==> src/rtl/cpu_sequencer_pkg.sv <==
// Shared types for the multi-cycle RV32I control sequencer.
package cpu_sequencer_pkg;

    // Sequencer state, exported on state_o.
    typedef enum logic [2:0] {
        FETCH     = 3'd0,
        DECODE    = 3'd1,
        EXECUTE   = 3'd2,
        MEMORY    = 3'd3,
        WRITEBACK = 3'd4,
        HALTED    = 3'd5,
        FAULT     = 3'd6
    } seq_state_t;

    // Next-PC source selected during writeback.
    typedef enum logic [1:0] {
        PC_PLUS4  = 2'd0,
        PC_BRANCH = 2'd1,
        PC_ALU    = 2'd2
    } pc_sel_t;

    // Register-file writeback source.
    typedef enum logic [1:0] {
        RD_ALU = 2'd0,
        RD_MEM = 2'd1,
        RD_PC4 = 2'd2
    } rd_src_t;

    // True in the states that hold a memory request open.
    function automatic logic is_wait_state(seq_state_t s);
        return (s == FETCH) || (s == MEMORY);
    endfunction

endpackage

==> src/rtl/cpu_sequencer_if.sv <==
// Instruction/data memory handshake bundle between the sequencer and the memory side.
interface cpu_sequencer_if;
    logic imem_req;
    logic imem_ack;
    logic ir_we;
    logic dmem_req;
    logic dmem_we;
    logic dmem_ack;

    modport master (
        output imem_req, ir_we, dmem_req, dmem_we,
        input  imem_ack, dmem_ack
    );

    modport slave (
        input  imem_req, ir_we, dmem_req, dmem_we,
        output imem_ack, dmem_ack
    );
endinterface

==> src/rtl/cpu_sequencer_handshake_timeout.sv <==
// Wait counter shared by the fetch and data-memory handshakes.
// cnt_q holds the number of unanswered request cycles seen so far. expired_o
// flags the cycle that would be the LIMIT-th unanswered one, so the owner can
// leave for its fault state on that edge; an ack in that cycle keeps enable_i
// low and therefore wins. LIMIT = 0 disables expiry entirely.
module handshake_timeout #(
    parameter int LIMIT = 255
) (
    input  logic clk,
    input  logic rst_n,
    input  logic clear_i,
    input  logic enable_i,
    output logic expired_o
);
    localparam int CW = (LIMIT > 1) ? $clog2(LIMIT) : 1;
    localparam logic [CW-1:0] LAST = CW'((LIMIT > 0) ? LIMIT - 1 : 0);
    localparam logic ENABLED = (LIMIT > 0);

    logic [CW-1:0] cnt_q;
    logic [CW-1:0] cnt_d;

    assign expired_o = ENABLED & enable_i & (cnt_q == LAST);

    // Next count: clear on request entry/ack, otherwise count unanswered cycles.
    always_comb begin
        cnt_d = cnt_q;
        if (clear_i) begin
            cnt_d = '0;
        end else if (enable_i && !expired_o) begin
            cnt_d = cnt_q + 1'b1;
        end
    end

    // Counter register.
    always_ff @(posedge clk or negedge rst_n) begin
        if (!rst_n) begin
            cnt_q <= '0;
        end else begin
            cnt_q <= cnt_d;
        end
    end
endmodule

==> src/rtl/cpu_sequencer.sv <==
// Multi-cycle control sequencer for the single-issue RV32I core.
//
// state     | meaning
// ----------+---------------------------------------------------------
// FETCH     | imem_req held until imem_ack; ir_we pulses with the ack
// DECODE    | one cycle; illegal instruction faults
// EXECUTE   | one cycle of ALU; loads/stores go on to MEMORY
// MEMORY    | dmem_req (and dmem_we for stores) held until dmem_ack
// WRITEBACK | rf/pc strobes, instret++, halt_req sampled here only
// HALTED    | parked at an instruction boundary until halt_req drops
// FAULT     | sticky; left only through reset
//
// Strobes are forced low while rst_n is held so that an in-flight request is
// dropped immediately rather than at the next clock edge.
module cpu_sequencer
    import cpu_sequencer_pkg::*;
#(
    parameter int MEM_TIMEOUT = 255,
    parameter int INSTRET_W   = 32
) (
    input  logic                 clk,
    input  logic                 rst_n,
    cpu_sequencer_if.master      bus,
    input  logic                 dec_load_memory,
    input  logic                 dec_store_memory,
    input  logic                 dec_conditional_jump,
    input  logic                 dec_unconditional_jump,
    input  logic                 dec_reg_we,
    input  logic                 dec_illegal,
    input  logic                 branch_taken,
    output logic                 rf_we,
    output logic [1:0]           rd_sel,
    output logic                 pc_we,
    output logic [1:0]           pc_sel,
    input  logic                 halt_req,
    output logic                 halted,
    output logic                 fault,
    output logic [2:0]           state_o,
    output logic [INSTRET_W-1:0] instret
);
    seq_state_t           state_q;
    seq_state_t           state_d;
    logic [INSTRET_W-1:0] instret_q;
    logic [INSTRET_W-1:0] instret_d;

    logic    imem_req_c;
    logic    ir_we_c;
    logic    dmem_req_c;
    logic    dmem_we_c;
    logic    rf_we_c;
    logic    pc_we_c;
    rd_src_t rd_sel_c;
    pc_sel_t pc_sel_c;
    logic    halted_c;
    logic    fault_c;

    logic in_wait;
    logic ack_cur;
    logic wait_expired;

    assign in_wait = is_wait_state(state_q);
    assign ack_cur = ((state_q == FETCH)  & bus.imem_ack)
                   | ((state_q == MEMORY) & bus.dmem_ack);

    handshake_timeout #(
        .LIMIT (MEM_TIMEOUT)
    ) u_wait (
        .clk       (clk),
        .rst_n     (rst_n),
        .clear_i   (~in_wait | ack_cur),
        .enable_i  (in_wait & ~ack_cur),
        .expired_o (wait_expired)
    );

    // Next-state and output decode from the current state and decoder flags.
    always_comb begin
        state_d    = state_q;
        instret_d  = instret_q;
        imem_req_c = 1'b0;
        ir_we_c    = 1'b0;
        dmem_req_c = 1'b0;
        dmem_we_c  = 1'b0;
        rf_we_c    = 1'b0;
        pc_we_c    = 1'b0;
        rd_sel_c   = RD_ALU;
        pc_sel_c   = PC_PLUS4;
        halted_c   = 1'b0;
        fault_c    = 1'b0;

        case (state_q)
            FETCH: begin
                imem_req_c = 1'b1;
                if (bus.imem_ack) begin
                    ir_we_c = 1'b1;
                    state_d = DECODE;
                end else if (wait_expired) begin
                    state_d = FAULT;
                end
            end
            DECODE: begin
                state_d = dec_illegal ? FAULT : EXECUTE;
            end
            EXECUTE: begin
                state_d = (dec_load_memory | dec_store_memory) ? MEMORY : WRITEBACK;
            end
            MEMORY: begin
                dmem_req_c = 1'b1;
                dmem_we_c  = dec_store_memory;
                if (bus.dmem_ack) begin
                    state_d = WRITEBACK;
                end else if (wait_expired) begin
                    state_d = FAULT;
                end
            end
            WRITEBACK: begin
                rf_we_c = dec_reg_we & ~dec_store_memory & ~dec_conditional_jump;
                pc_we_c = 1'b1;
                if (dec_load_memory) begin
                    rd_sel_c = RD_MEM;
                end else if (dec_unconditional_jump) begin
                    rd_sel_c = RD_PC4;
                end
                if (dec_unconditional_jump) begin
                    pc_sel_c = PC_ALU;
                end else if (dec_conditional_jump && branch_taken) begin
                    pc_sel_c = PC_BRANCH;
                end
                instret_d = instret_q + 1'b1;
                state_d   = halt_req ? HALTED : FETCH;
            end
            HALTED: begin
                halted_c = 1'b1;
                if (!halt_req) begin
                    state_d = FETCH;
                end
            end
            FAULT: begin
                fault_c = 1'b1;
            end
            default: begin
                state_d = FAULT;
            end
        endcase
    end

    // State and retired-instruction registers.
    always_ff @(posedge clk or negedge rst_n) begin
        if (!rst_n) begin
            state_q   <= FETCH;
            instret_q <= '0;
        end else begin
            state_q   <= state_d;
            instret_q <= instret_d;
        end
    end

    assign bus.imem_req = imem_req_c & rst_n;
    assign bus.ir_we    = ir_we_c    & rst_n;
    assign bus.dmem_req = dmem_req_c & rst_n;
    assign bus.dmem_we  = dmem_we_c  & rst_n;
    assign rf_we        = rf_we_c    & rst_n;
    assign pc_we        = pc_we_c    & rst_n;
    assign rd_sel       = rd_sel_c;
    assign pc_sel       = pc_sel_c;
    assign halted       = halted_c;
    assign fault        = fault_c;
    assign state_o      = state_q;
    assign instret      = instret_q;
endmodule
==> src/flat_wrapper.sv <==
// flat-port wrapper written by rule: the top's interface ports become plain ports
module cpu_sequencer_flat import cpu_sequencer_pkg::*;
#(
    parameter int MEM_TIMEOUT = 255,
    parameter int INSTRET_W   = 32
)
  (clk, rst_n, dec_load_memory, dec_store_memory, dec_conditional_jump, dec_unconditional_jump, dec_reg_we, dec_illegal, branch_taken, rf_we, rd_sel, pc_we, pc_sel, halt_req, halted, fault, state_o, instret, bus_imem_req, bus_ir_we, bus_dmem_req, bus_dmem_we, bus_imem_ack, bus_dmem_ack);
  cpu_sequencer_if bus_i ();
  input  logic clk;
  input  logic rst_n;
  input  logic dec_load_memory;
  input  logic dec_store_memory;
  input  logic dec_conditional_jump;
  input  logic dec_unconditional_jump;
  input  logic dec_reg_we;
  input  logic dec_illegal;
  input  logic branch_taken;
  output logic rf_we;
  output logic [1:0] rd_sel;
  output logic pc_we;
  output logic [1:0] pc_sel;
  input  logic halt_req;
  output logic halted;
  output logic fault;
  output logic [2:0] state_o;
  output logic [INSTRET_W-1:0] instret;
  output wire logic [$bits(bus_i.imem_req)-1:0] bus_imem_req;
  output wire logic [$bits(bus_i.ir_we)-1:0] bus_ir_we;
  output wire logic [$bits(bus_i.dmem_req)-1:0] bus_dmem_req;
  output wire logic [$bits(bus_i.dmem_we)-1:0] bus_dmem_we;
  input wire logic [$bits(bus_i.imem_ack)-1:0] bus_imem_ack;
  input wire logic [$bits(bus_i.dmem_ack)-1:0] bus_dmem_ack;
  assign bus_imem_req = bus_i.imem_req;
  assign bus_ir_we = bus_i.ir_we;
  assign bus_dmem_req = bus_i.dmem_req;
  assign bus_dmem_we = bus_i.dmem_we;
  assign bus_i.imem_ack = bus_imem_ack;
  assign bus_i.dmem_ack = bus_dmem_ack;
  cpu_sequencer #(.MEM_TIMEOUT(MEM_TIMEOUT), .INSTRET_W(INSTRET_W)) u_core (.clk(clk), .rst_n(rst_n), .bus(bus_i), .dec_load_memory(dec_load_memory), .dec_store_memory(dec_store_memory), .dec_conditional_jump(dec_conditional_jump), .dec_unconditional_jump(dec_unconditional_jump), .dec_reg_we(dec_reg_we), .dec_illegal(dec_illegal), .branch_taken(branch_taken), .rf_we(rf_we), .rd_sel(rd_sel), .pc_we(pc_we), .pc_sel(pc_sel), .halt_req(halt_req), .halted(halted), .fault(fault), .state_o(state_o), .instret(instret));
endmodule
==> config.mk <==
export PLATFORM = sky130hd
export DESIGN_NAME = cpu_sequencer_flat
export DESIGN_NICKNAME = d
export VERILOG_FILES = /design/src/rtl/cpu_sequencer_pkg.sv /design/src/rtl/cpu_sequencer_if.sv /design/src/rtl/cpu_sequencer_handshake_timeout.sv /design/src/rtl/cpu_sequencer.sv /design/src/flat_wrapper.sv
export SDC_FILE = /design/constraint.sdc
export NUM_CORES = 1
export LEC_CHECK = 0
export BUFFER_PORTS_ARGS = -buffer_cell sky130_fd_sc_hd__clkbuf_2
export CELL_PAD_IN_SITES_DETAIL_PLACEMENT = 1
export CELL_PAD_IN_SITES_GLOBAL_PLACEMENT = 2
export CORE_AREA = 2 2 117 74
export DETAILED_ROUTE_END_ITERATION = 8
export DIE_AREA = 0 0 119 76
export PLACE_DENSITY = 0.75
export SLEW_MARGIN = 20
export SYNTH_ARGS = -nofsm -noshare
export SYNTH_HDL_FRONTEND = slang
export SYNTH_SLANG_ARGS = --single-unit
==> constraint.sdc <==
create_clock -name clk -period 1.55 [get_ports clk]
set_input_delay 0.31 -clock clk [delete_from_list [all_inputs] [get_ports clk]]
set_output_delay 0.31 -clock clk [all_outputs]
set_load 0.02 [all_outputs]
* Yosys cells after proc, flatten, opt, wreduce, memory -nomap -nowiden
Index checks and enable logic that the tools add are counted.
** Cells by class
- Add/sub/neg operators :: 2
- Equality and inequality tests :: 8
- Mux-type cells :: 25
- Bitwise logic cells :: 20
- Reduce and logical (&&, ||, !) cells :: 7
** Operators with widths (count)
- 32-bit by 1-bit adder with 32-bit output, second input constant :: 1
- 3-bit 2-to-1 mux :: 7
- 3-bit case mux with 7 select lines :: 1
- 8-bit 2-to-1 mux :: 2
- 1-bit AND :: 12
- 1-bit 2-to-1 mux :: 10
- 2-bit 2-to-1 mux :: 5
- 3-bit == test, second input constant :: 3
- 8-bit by 1-bit adder with 8-bit output, second input constant :: 1
- 8-bit == test, second input constant :: 1
- 3-bit by 2-bit == test with 1-bit output, second input constant :: 2
- 1-bit inverter :: 5
- 3-bit by 1-bit == test with 1-bit output, second input constant :: 1
- 3-bit logical NOT :: 1
- 1-bit OR :: 3
- 1-bit logical AND :: 2
- 2-bit != test, second input constant :: 1
- 2-bit AND reduction :: 1
- 2-bit nonzero test :: 1
- 1-bit logical NOT :: 1
- 1-bit logical OR :: 1
** Word-level totals
- Register bits :: 43
- Input port bits :: 12
- Output and inout bits :: 47
- Logic and storage cells :: 65

* Depth between registers and ports, before layout
Gate-level depths: netlist of the first run.
- Depth after elaboration :: 10
- Mapped depth :: 6

* Modules after synthesis
From an unflattened synthesis of the first run, not the netlist that was laid out.
** Unflattened totals
- Cells, all modules :: 236
- Area total of the unflattened synthesis :: 2368.5 um2
** By module, submodules not included
- cpu_sequencer :: instances 1, cells an instance 188, area each 1861.8 um2, sequential area each 875.8 um2
- handshake_timeout :: instances 1, cells an instance 48, area each 506.7 um2, sequential area each 200.2 um2

* Worst setup path after synthesis of the first run
Ideal clock, no wire load.
- Path type :: register -> output
- Start point :: register u_core.state_q[1] (netlist: u_core.state_o[1])
- End point :: output port bus_ir_we
- Arrival time :: 1.907 ns
- Data required time :: 1.240 ns
- Slack :: -0.667 ns
- Stages on the path, launching flop included :: 4
- Buffers on the path :: 1
- Path through :: dfrtp_1 > clkbuf_1 > nor4b_1 > and2_1
** Between the ends
- Longest elaborated chain between the ends :: 3
** RTL lines
- start, declared :: RTL line cpu_sequencer.sv:41 : seq_state_t state_q;
- start signal, assigned :: RTL line cpu_sequencer.sv:152 : state_q <= state_d;
- 3-bit logical NOT :: RTL line cpu_sequencer.sv:90 : case (state_q)
- 1-bit 2-to-1 mux :: RTL line cpu_sequencer.sv:90
- 1-bit AND :: RTL line cpu_sequencer.sv:158 : assign bus.ir_we = ir_we_c & rst_n;
- end, declared :: RTL line flat_wrapper.sv:28 : output wire logic [$bits(bus_i.ir_we)-1:0] bus_ir_we;
Every way passes these cells.

* Worst setup path after layout of the first run
- Start point :: register u_core.state_q[0] (netlist: u_core.state_o[0])
- End point :: output port rf_we
** Between the ends
- Longest elaborated chain between the ends :: 3
** RTL lines
- 3-bit == test :: RTL line cpu_sequencer.sv:90
- 1-bit 2-to-1 mux :: RTL line cpu_sequencer.sv:90
- 1-bit AND :: RTL line cpu_sequencer.sv:161 : assign rf_we = rf_we_c & rst_n;
- end, declared :: RTL line flat_wrapper.sv:18 : output logic rf_we;
Every way passes these cells.

==> results of run 1 <==
-- per-stage QoR --
step	utilization [%]	setup slack (ps)	power [uW]
2_1_floorplan	-	-98.3	2240
3_3_place_gp	38.8	-58.6	2810
3_5_place_dp	38.8	-65.6	2850
4_1_cts	45.1	-250	4320
5_1_grt	48.6	-325	4670
6_report	48.6	-247	4440
-- sequential cells by signal, summed over array words and instances (netlist names) --
signal	cells
u_core.instret	32
u_core.u_wait.cnt_q	8
u_core.state_o	3
-- placed cells by master (no fill, tap or decap), types with 3 or more instances in the layout --
master | netlist | final
clkbuf_16 | 0 | 5
buf_6 | 1 | 11
clkbuf_2 | 0 | 46
o211ai_1 | 3 | 3
nor3_4 | 0 | 11
xor2_1 | 26 | 26
and3_1 | 10 | 8
and2_4 | 0 | 6
ha_1 | 3 | 3
nor4_4 | 1 | 8
dfrtp_2 | 0 | 17
o21ai_0 | 3 | 3
nand3_1 | 11 | 7
nor2_1 | 18 | 13
nand2_1 | 20 | 17
clkbuf_8 | 0 | 3
and4_1 | 4 | 4
buf_4 | 0 | 61
buf_8 | 0 | 8
xnor2_1 | 10 | 10
nand3_2 | 0 | 3
nor2_4 | 0 | 4
inv_1 | 5 | 5
dfrtp_1 | 43 | 26
nand4_1 | 3 | 3
buf_12 | 0 | 3
-- cell families (layout without fill, tap and decap cells) --
kind of cell / Yosys count / count (layout) / synth area share, %
buffers and inverters: 10 / 145 / 2.06
and+or+nand+nor: 107 / 107 / 28.5
muxes: 1 / 1 / 0.501
adders and majority gates: 3 / 3 / 1.67
xor gates and xnor gates: 36 / 36 / 14.0
DFF: 43 / 43 / 47.9
AOI/OAI and AO/OA: 17 / 17 / 5.40
-- repair_timing --
action                                  in CTS  in global routing
setup buffers                                8                 20
hold endpoints to repair                     0                  0
pin swaps                                   24                 16
gates resized for setup                     56                 41
cloned                                       1                  0
endpoints found under the setup margin      26                 45
-- layer usage --
metal	share of wire, %	GRT usage [%]
met1	50	22.9
met2	46	24.8
met3	3.4	3.29
met4	0.75	3.57
met5	0	0
-- worst max-delay path by stage --
stage                       startpoint                  to  slack, ps  cells after the start
detailed placement  u_core.instret[16]  u_core.instret[29]        -70                      5
global placement    u_core.instret[16]  u_core.instret[26]        -60                      5
finish               u_core.state_o[0]               rf_we       -250                      5
global route         u_core.state_o[0]               rf_we       -320                      5
CTS                  u_core.state_o[1]               rf_we       -250                      5
floorplan           u_core.instret[15]  u_core.instret[29]       -100                      5
-- critical path, stage by stage (launching register included) --
cell and delay [ps]:
dfrtp_2 440, nor3b_4 230, buf_6 130, and2_4 130
and3_4 170, buf_8 100
-- layout make-up --
| type | instances | area [sq um] | area share, % |
|---|---|---|---|
| inverter | 5 | 18.8 | 0.476 |
| timing repair buffer | 132 | 1030 | 26.2 |
| sequential | 43 | 1100 | 27.9 |
| clock buffer | 6 | 129 | 3.27 |
| clock inverter | 2 | 37.5 | 0.953 |
| multi-input combinational | 164 | 1480 | 37.7 |
| tap | 112 | 140 | 3.56 |
-- power groups by stage --
stage / clock network, uW / registers [uW] / logic [uW]
after floorplan: 0 / 1550 / 690
after global placement: 0 / 1380 / 1430
after detailed placement: 0 / 1390 / 1460
after CTS: 1220 / 1380 / 1720
after global routing: 1260 / 1400 / 2010
final: 1200 / 1380 / 1860
==> flow_metrics.py, run 1 <==
metrics = {
    "worst_setup_path": {
        "r2r_slack_ps": -150,
        "critPathKind": "reg -> out",
        "timing.rr.start": "u_core.state_o[0]",
        "crit_fanout": 4,
        "cp_data_required_time_ps": 1240,
        "critical_path_arrival_ps": 1490,
        "r2r-end": "u_core.instret[26]",
        "worstSetupEndpointType": "primary output",
        "reg2reg_depth": 7,
        "cp-start-kind": "flop",
    },
    "power_and_ir_drop": {
        "p_seq_share_pct": 31.1,
        "p_sw_share_pct": 33.1,
        "p_per_area_mw_per_mm2": 1130,
        "p_clk_share_pct": 27.0,
        "comb_power_share_pct": 41.9,
        "leakage_uw": 0.00216,
        "vdd_drop_max_mv": 0.413,
        "switching_power_uw": 1470,
        "p_int_uw": 2970,
    },
    "routing": {
        "ant_nets": 0,
        "drtIter0Drc": 54,
        "wl_um": 7310,
        "vias": 2153,
        "drt_drc_violations_left": 0,
        "drt_first_pass_iters": 4,
        "via_per_inst": 4.64,
        "wl_per_cell_um": 15.8,
    },
    "outcome": {
        "status": "finished with violations",
        "violations": "setup timing",
    },
    "timing": {
        "finalHoldWorstSlack_ps": 87.4,
        "rsz0062_at_grt": "yes",
        "setup_tns_ps": -3160,
        "layout_setup_ws_ps": -247,
        "fmax_mhz": 556,
        "slew_viol_final": 0,
        "period_minus_slack_ps": 1800,
        "setup_viol": 30,
        "final.period_utilization_pct": 116,
        "finalHoldViolCount": 0,
        "skew_ps": 9.32,
        "worst_slew_pin_slew_ps": 409,
        "slew-limit-headroom_pct": 72.8,
    },
    "place": {
        "dp_hpwl_um": 4840,
        "gp_routability_congestion": 0.740,
        "io_buffers": 58,
        "place_area_sq_mm": 0.00315,
        "dp_cells": 431,
    },
    "global_route": {
        "antenna_found_initial": 0,
        "track_usage_pct": 16.0,
        "grt-ovfl-total": 0,
        "grt_max_degree": 32,
        "grt_pass1_wl_um": 11500,
        "grt_pass1_vias": 2192,
    },
    "final_layout": {
        "stdcell_area_sq_mm": 0.00394,
        "diodes": 0,
        "fillers": 912,
        "area_growth_pct": 75.2,
        "drive_gt1_share_pct": 59.1,
        "fin_cells": 464,
        "layout.nets": 366,
    },
    "floorplanning": {
        "start_util_pct": 27.8,
        "die_w_um": 119,
        "core-area_sq_mm": 0.00810,
        "placementRows": 26,
        "die_y_um": 76,
        "dieArea_sq_mm": 0.00904,
        "io_pins": 59,
    },
    "hold_path": {
        "hold_path.class": "in -> async",
    },
    "synthesis": {
        "synth_area_leader_cell": "dfrtp_1",
        "synth-main-ff-cell": "dfrtp_1",
        "yosys-top-cells-count": "dfrtp_1, xor2_1, nand2_1",
        "syn-cell-area_sq_mm": 0.00225,
        "async_reset_ff_share_pct": 100,
        "yosys-top-cells-area": "dfrtp_1, xor2_1, xnor2_1",
        "synth.distinct_cells": 42,
        "syn-num-nets": 232,
        "netlist_instances": 217,
        "ys_warn_count": 0,
        "synth-seq-cells": 43,
        "yosys.area.top_type_share_pct": 47.9,
        "synth.avg_cell_area_sq_um": 10.4,
        "yosysMostFrequentCell": "dfrtp_1",
        "yosysSeqAreaShare_pct": 47.9,
        "synth_edf_count": 0,
    },
    "cts": {
        "htreeDepth": 2,
        "clk_path_buf_depth": 2,
        "clk_root_buffer_cell": "clkbuf_16",
        "cts-hold-fix-buffers": 0,
        "path_clk_slew_ps": 70,
        "numCtsBuffers": 5,
        "clk_latency_ps": 290,
        "tritoncts": "built",
        "cts_sinks": 43,
    },
    "run": {
        "maxCapViolations": 0,
    },
}
Power figures use the tool's default switching activity.
==> inputs of run 2 (changes only) <==
REMOVE_ABC_BUFFERS = 1   (was not set)
==> run 2 against run 1 <==
  * Global-route usage up 0.28 points
  * Non-clock buffer count fell by 7
  * Highest routed layer unchanged
  * Count of clock-buffer cells in the layout up 2
  * Combinational power rose by 7%
  * First-iteration DRC count unchanged
  * Fmax fell by 1.4%
  * Sequential power about the same
  * Clock power down 9%
  * The flow still finishes with violations (setup timing)
  * Hold slack improved by 110 ps
  * Core utilization is 0.82 points lower
  * Register-to-register slack worse by 20 ps
==> flow_metrics.py, run 2 (synthesis gave the netlist of run 1 again) <==
metrics = {
    "outcome": {
        "status": "finished with violations",
        "violations": "setup timing",
    },
    "worst_setup_path": {
        "critPathKind": "reg -> out",
        "worstSetupEndpointType": "primary output",
        "crit_slowest_cell": "dfrtp_1",
        "cp-start-kind": "flop",
        "path_cells": "nor3b_4 -> buf_6 -> and2_4 -> and3_4 -> buf_8",
        "max_stage_delay_ps": 430,
        "crit_fanout": 4,
        "critical_path_arrival_ps": 1510,
        "cp_data_required_time_ps": 1240,
    },
    "final_layout": {
        "fillers": 899,
        "area_growth_pct": 72.3,
        "largest_reg_flops": 32,
        "fin_cells": 457,
        "diodes": 0,
        "drive_gt1_share_pct": 53.0,
        "final_common_cell": "buf_4",
        "final_cell_mix": "buf_4, clkbuf_2, dfrtp_1",
        "layout.nets": 359,
    },
    "run": {
        "maxCapViolations": 0,
    },
    "cts": {
        "htreeDepth": 2,
        "numCtsBuffers": 5,
        "tritoncts": "built",
        "path_clk_slew_ps": 60,
        "clk_path_buf_depth": 2,
        "cts_sinks": 43,
        "clk_latency_ps": 280,
        "clk_root_buffer_cell": "clkbuf_16",
    },
    "floorplanning": {
        "die_y_um": 76,
        "die_w_um": 119,
        "io_pins": 59,
        "start_util_pct": 27.8,
        "placementRows": 26,
        "core-area_sq_mm": 0.00810,
        "dieArea_sq_mm": 0.00904,
    },
    "timing": {
        "slew-limit-headroom_pct": 64.0,
        "rsz0062_at_grt": "yes",
        "slew_viol_final": 0,
        "setup_viol": 26,
        "period_minus_slack_ps": 1820,
        "finalHoldWorstSlack_ps": 198,
        "layout_setup_ws_ps": -272,
        "fmax_mhz": 549,
        "worst_slew_pin_slew_ps": 540,
        "skew_ps": 5.64,
        "final.period_utilization_pct": 118,
        "finalHoldViolCount": 0,
    },
    "global_route": {
        "grt_max_degree": 42,
        "grt-ovfl-total": 0,
        "track_usage_pct": 16.2,
        "grt_pass1_wl_um": 11800,
        "antenna_found_initial": 0,
        "grt_pass1_vias": 2255,
    },
    "routing": {
        "drtIter0Drc": 54,
        "wl_um": 7260,
        "vias": 2108,
        "drt_drc_violations_left": 0,
        "wl_per_cell_um": 15.9,
        "ant_nets": 0,
        "drt_first_pass_iters": 4,
        "via_per_inst": 4.61,
    },
    "power_and_ir_drop": {
        "p_int_uw": 2930,
        "switching_power_uw": 1490,
        "vdd_drop_max_mv": 0.857,
        "leakage_uw": 0.00215,
        "p_per_area_mw_per_mm2": 1140,
        "comb_power_share_pct": 45.0,
        "p_sw_share_pct": 33.7,
        "p_clk_share_pct": 24.6,
        "p_seq_share_pct": 30.4,
    },
    "place": {
        "io_buffers": 58,
        "dp_hpwl_um": 4830,
        "gp_routability_congestion": 0.766,
        "dp_cells": 430,
    },
    "hold_path": {
        "hold_path.class": "in -> async",
    },
}
==> run 2: cell types whose count changed in the layout (fill, tap and decap cells not counted), moves of 3 or more <==
cell,change
buf_4,-14
dfrtp_1,+16
and2_4,-3
dfrtp_2,-16
and2_1,+3
buf_2,+3
==> run 2: worst paths after layout <==
kind                       slack, ps  cells past startpoint               start            endpoint
max in group asynchronous        970                      2               rst_n   u_core.state_o[0]
setup / recovery                -270                      5   u_core.state_o[1]               rf_we
setup reg to reg                -170                      7   u_core.state_o[0]  u_core.instret[28]
min in group clk                 270                      2        bus_dmem_ack   u_core.state_o[0]
hold reg to reg                  470                      1  u_core.instret[31]  u_core.instret[31]
hold / removal                   200                      2               rst_n   u_core.state_o[2]
==> run 2: power groups by stage <==
| stage | sequential (uW) | clock, uW | combinational [uW] |
|---|---|---|---|
| finish | 1350 | 1090 | 1990 |
| global placement | 1340 | 0 | 1440 |
| detailed placement | 1360 | 0 | 1470 |
| global route | 1360 | 1170 | 2140 |
| CTS | 1340 | 1120 | 1820 |
| floorplan | 1590 | 0 | 502 |
==> run 2: metrics by stage <==
step                      TNS, ps  worst slack, ps  util, %  total power (uW)  cell area (sq um)
after floorplan             -5840             -558        -              2090               2220
after global placement       -191            -36.8     37.5              2780               3040
after detailed placement    -1220             -141     37.5              2830               3040
after CTS                   -3310             -290     45.2              4270               3660
after global routing        -5580             -330     47.8              4670               3870
final                       -3400             -272     47.8              4430               3870
==> run 2: layout make-up <==
| type | count | area, sq um | area share [%] |
|---|---|---|---|
| well taps | 112 | 140 | 3.62 |
| multi-input cells | 164 | 1490 | 38.3 |
| flip-flops and latches | 43 | 1080 | 27.8 |
| inverters | 5 | 18.8 | 0.484 |
| repair buffers | 125 | 996 | 25.7 |
| clock buffers | 8 | 156 | 4.04 |
==> run 2: worst max-delay path, delay by kind of cell, from the launching register on <==
kind / cells / cell delay, ps
buffers and inverters: 2 / 240
DFF: 1 / 430
and+or+nand+nor: 3 / 560
==> run 2: routing by layer <==
metal | vias to the layer above | wire length (um) | GRT usage, %
li1 | 1017 | - | -
met1 | 1046 | 3450 | 23.5
met2 | 43 | 3530 | 25.6
met3 | 2 | 246 | 3.29
met4 | 0 | 27 | 2.50
met5 | - | 0 | 0
==> run 2: repair_timing <==
item	4_1_cts	5_1_grt
setup endpoints to repair	28	49
hold buffers	1	0
resized for setup	67	49
cloned	3	0
endpoints found under the hold margin	2	0
setup buffers	10	6
pin swaps	29	24
==> inputs of run 3 (changes only) <==
CELL_PAD_IN_SITES_DETAIL_PLACEMENT = not set   (was 1)
CELL_PAD_IN_SITES_GLOBAL_PLACEMENT = not set   (was 2)
CORE_AREA = 2 2 119 75   (was 2 2 117 74)
DIE_AREA = 0 0 121 77   (was 0 0 119 76)
PLACE_DENSITY = 0.51   (was 0.75)
==> run 3 against run 2 <==
  * The flow still finishes with violations (setup timing)
  * Final area shrank 1.8%
  * Via count shrank 1.0%
  * Flip-flop and latch count is the same
  * Combinational power shrank 7%
  * Die area grew 3.0%
  * Critical path depth grew 1
==> flow_metrics.py, run 3 (synthesis gave the netlist of run 1 again) <==
metrics = {
    "outcome": {
        "status": "finished with violations",
        "violations": "setup timing",
    },
    "floorplanning": {
        "die_w_um": 121,
        "placementRows": 26,
        "dieArea_sq_mm": 0.00932,
        "start_util_pct": 27.3,
        "io_pins": 59,
        "die_y_um": 77,
        "core-area_sq_mm": 0.00823,
    },
    "hold_path": {
        "hold_path.class": "in -> async",
    },
    "global_route": {
        "grt_max_degree": 44,
        "grt-ovfl-total": 0,
        "use_met2_pct": 18.4,
        "grt_pass1_wl_um": 9970,
        "met3_usage_pct": 3.13,
        "track_usage_pct": 13.5,
        "grt_pass1_vias": 2003,
        "antenna_found_initial": 0,
        "top_usage_layer": "met1",
        "gr-usage-met1_pct": 20.8,
    },
    "final_layout": {
        "layout.nets": 356,
        "fillers": 770,
        "largest_reg_flops": 32,
        "fin_cells": 454,
        "final_common_cell": "buf_4",
        "drive_gt1_share_pct": 51.8,
        "final_cell_mix": "buf_4, clkbuf_2, dfrtp_1",
        "area_growth_pct": 69.2,
        "diodes": 0,
    },
    "cts": {
        "path_clk_slew_ps": 60,
        "numCtsBuffers": 5,
        "cts_sinks": 43,
        "htreeDepth": 2,
        "cts-hold-fix-buffers": 0,
        "clk_root_buffer_cell": "clkbuf_16",
        "clk_path_buf_depth": 2,
        "clk_latency_ps": 280,
        "tritoncts": "built",
    },
    "worst_setup_path": {
        "crit_slowest_cell": "dfrtp_1",
        "critical_path_arrival_ps": 1480,
        "worstSetupEndpointType": "primary output",
        "path_buf_inv": 3,
        "r2r-end": "u_core.instret[29]",
        "max_stage_delay_ps": 400,
        "crit_family": "simple AND/OR/NAND/NOR gates",
        "cp-start-kind": "flop",
        "cp_data_required_time_ps": 1240,
        "reg2reg_depth": 5,
        "path_cells": "buf_6 -> buf_6 -> nor2b_4 -> and3_4 -> and2_4 -> buf_6",
        "timing.rr.start": "u_core.instret[19]",
        "critPathKind": "reg -> out",
        "crit_fanout": 5,
        "r2r_slack_ps": -120,
        "cpMostUsedCell": "buf_6",
    },
    "place": {
        "gp_routability_congestion": 0.760,
        "place_ws_ps": -106,
        "dp_hpwl_um": 4280,
        "io_buffers": 58,
        "dp_cells": 428,
    },
    "power_and_ir_drop": {
        "leakage_uw": 0.00211,
        "p_per_area_mw_per_mm2": 1160,
        "vdd_drop_max_mv": 0.634,
    },
    "timing": {
        "finalHoldViolCount": 0,
        "period_minus_slack_ps": 1790,
        "final.period_utilization_pct": 115,
        "rsz0062_at_grt": "yes",
        "setup_viol": 23,
        "worst_slew_pin_slew_ps": 563,
        "layout_setup_ws_ps": -235,
        "slew-limit-headroom_pct": 62.5,
        "setup_tns_ps": -2130,
        "slew_viol_final": 0,
        "fmax_mhz": 560,
        "skew_ps": 6.13,
        "finalHoldWorstSlack_ps": 190,
    },
    "routing": {
        "wl_um": 6300,
        "drt_drc_violations_left": 0,
        "wl_per_cell_um": 13.9,
        "ant_nets": 0,
        "drtIter0Drc": 93,
        "vias": 2087,
        "drt_first_pass_iters": 4,
        "via_per_inst": 4.60,
    },
    "run": {
        "maxCapViolations": 0,
    },
}
[run 3: changes by cell type in the layout (fill, tap and decap cells not counted), sizes merged]
| cell | previous run | this run |
|---|---|---|
| clkinv | 0 | 1 |
| dlygate4sd3 | 1 | 0 |
| clkbuf | 58 | 55 |
| buf | 74 | 73 |
| bufinv | 0 | 1 |
[run 3: report_power, final]
group	internal, uW	switching [uW]
clock	801	425
sequential	1250	87.3
combinational	944	906
[run 3: how the worst max path moves through the flow]
stage                       start            endpoint  slack [ps]  cells after the start
6_report        u_core.state_o[2]         bus_dmem_we        -240                      6
5_1_grt         u_core.state_o[0]           rd_sel[1]        -310                      5
4_1_cts         u_core.state_o[2]           rd_sel[1]        -280                      5
3_5_place_dp   u_core.instret[12]  u_core.instret[31]        -110                      5
3_3_place_gp   u_core.instret[11]  u_core.instret[31]         -70                      5
2_1_floorplan   u_core.state_o[1]           bus_ir_we        -560                      2
[run 3: worst register-to-register path, delay by kind of cell, from the launching register on]
family                 cells  cell delay [ps]
XOR/XNOR                   1              140
AND/OR/NAND/NOR            3              930
flip-flops                 1              360
buffers and inverters      1              180
[run 3: metal layers]
metal / up-vias / share of wire [%]
met2: 66 / 42
li1: 1018 / -
met1: 996 / 51
met4: 0 / 1.3
met5: - / 0
met3: 7 / 5.5
[run 3: stage by stage]
stage          instance area [sq um]  util (%)  total power (uW)
6_report                        3800      46.2              4410
5_1_grt                         3800      46.2              4650
4_1_cts                         3500      42.5              4160
3_5_place_dp                    3020      36.7              2790
3_3_place_gp                    3020      36.7              2790
2_1_floorplan                   2220         -              2090
[run 3: layout make-up]
class                      instances  area [sq um]  share of cell area (%)
clock buffer                       6           139                    3.65
clock inverter                     2          35.0                   0.921
inverter                           5          18.8                   0.493
multi-input combinational        164          1430                    37.6
sequential                        43          1080                    28.3
tap                              112           140                    3.68
timing repair buffer             122           966                    25.4
[run 3: what timing repair did]
action                     in CTS  in global routing
setup endpoints to repair      22                 42
gates resized for setup        45                 64
cloned                          2                  0
buffers inserted                6                 10
pin swaps                      16                 21
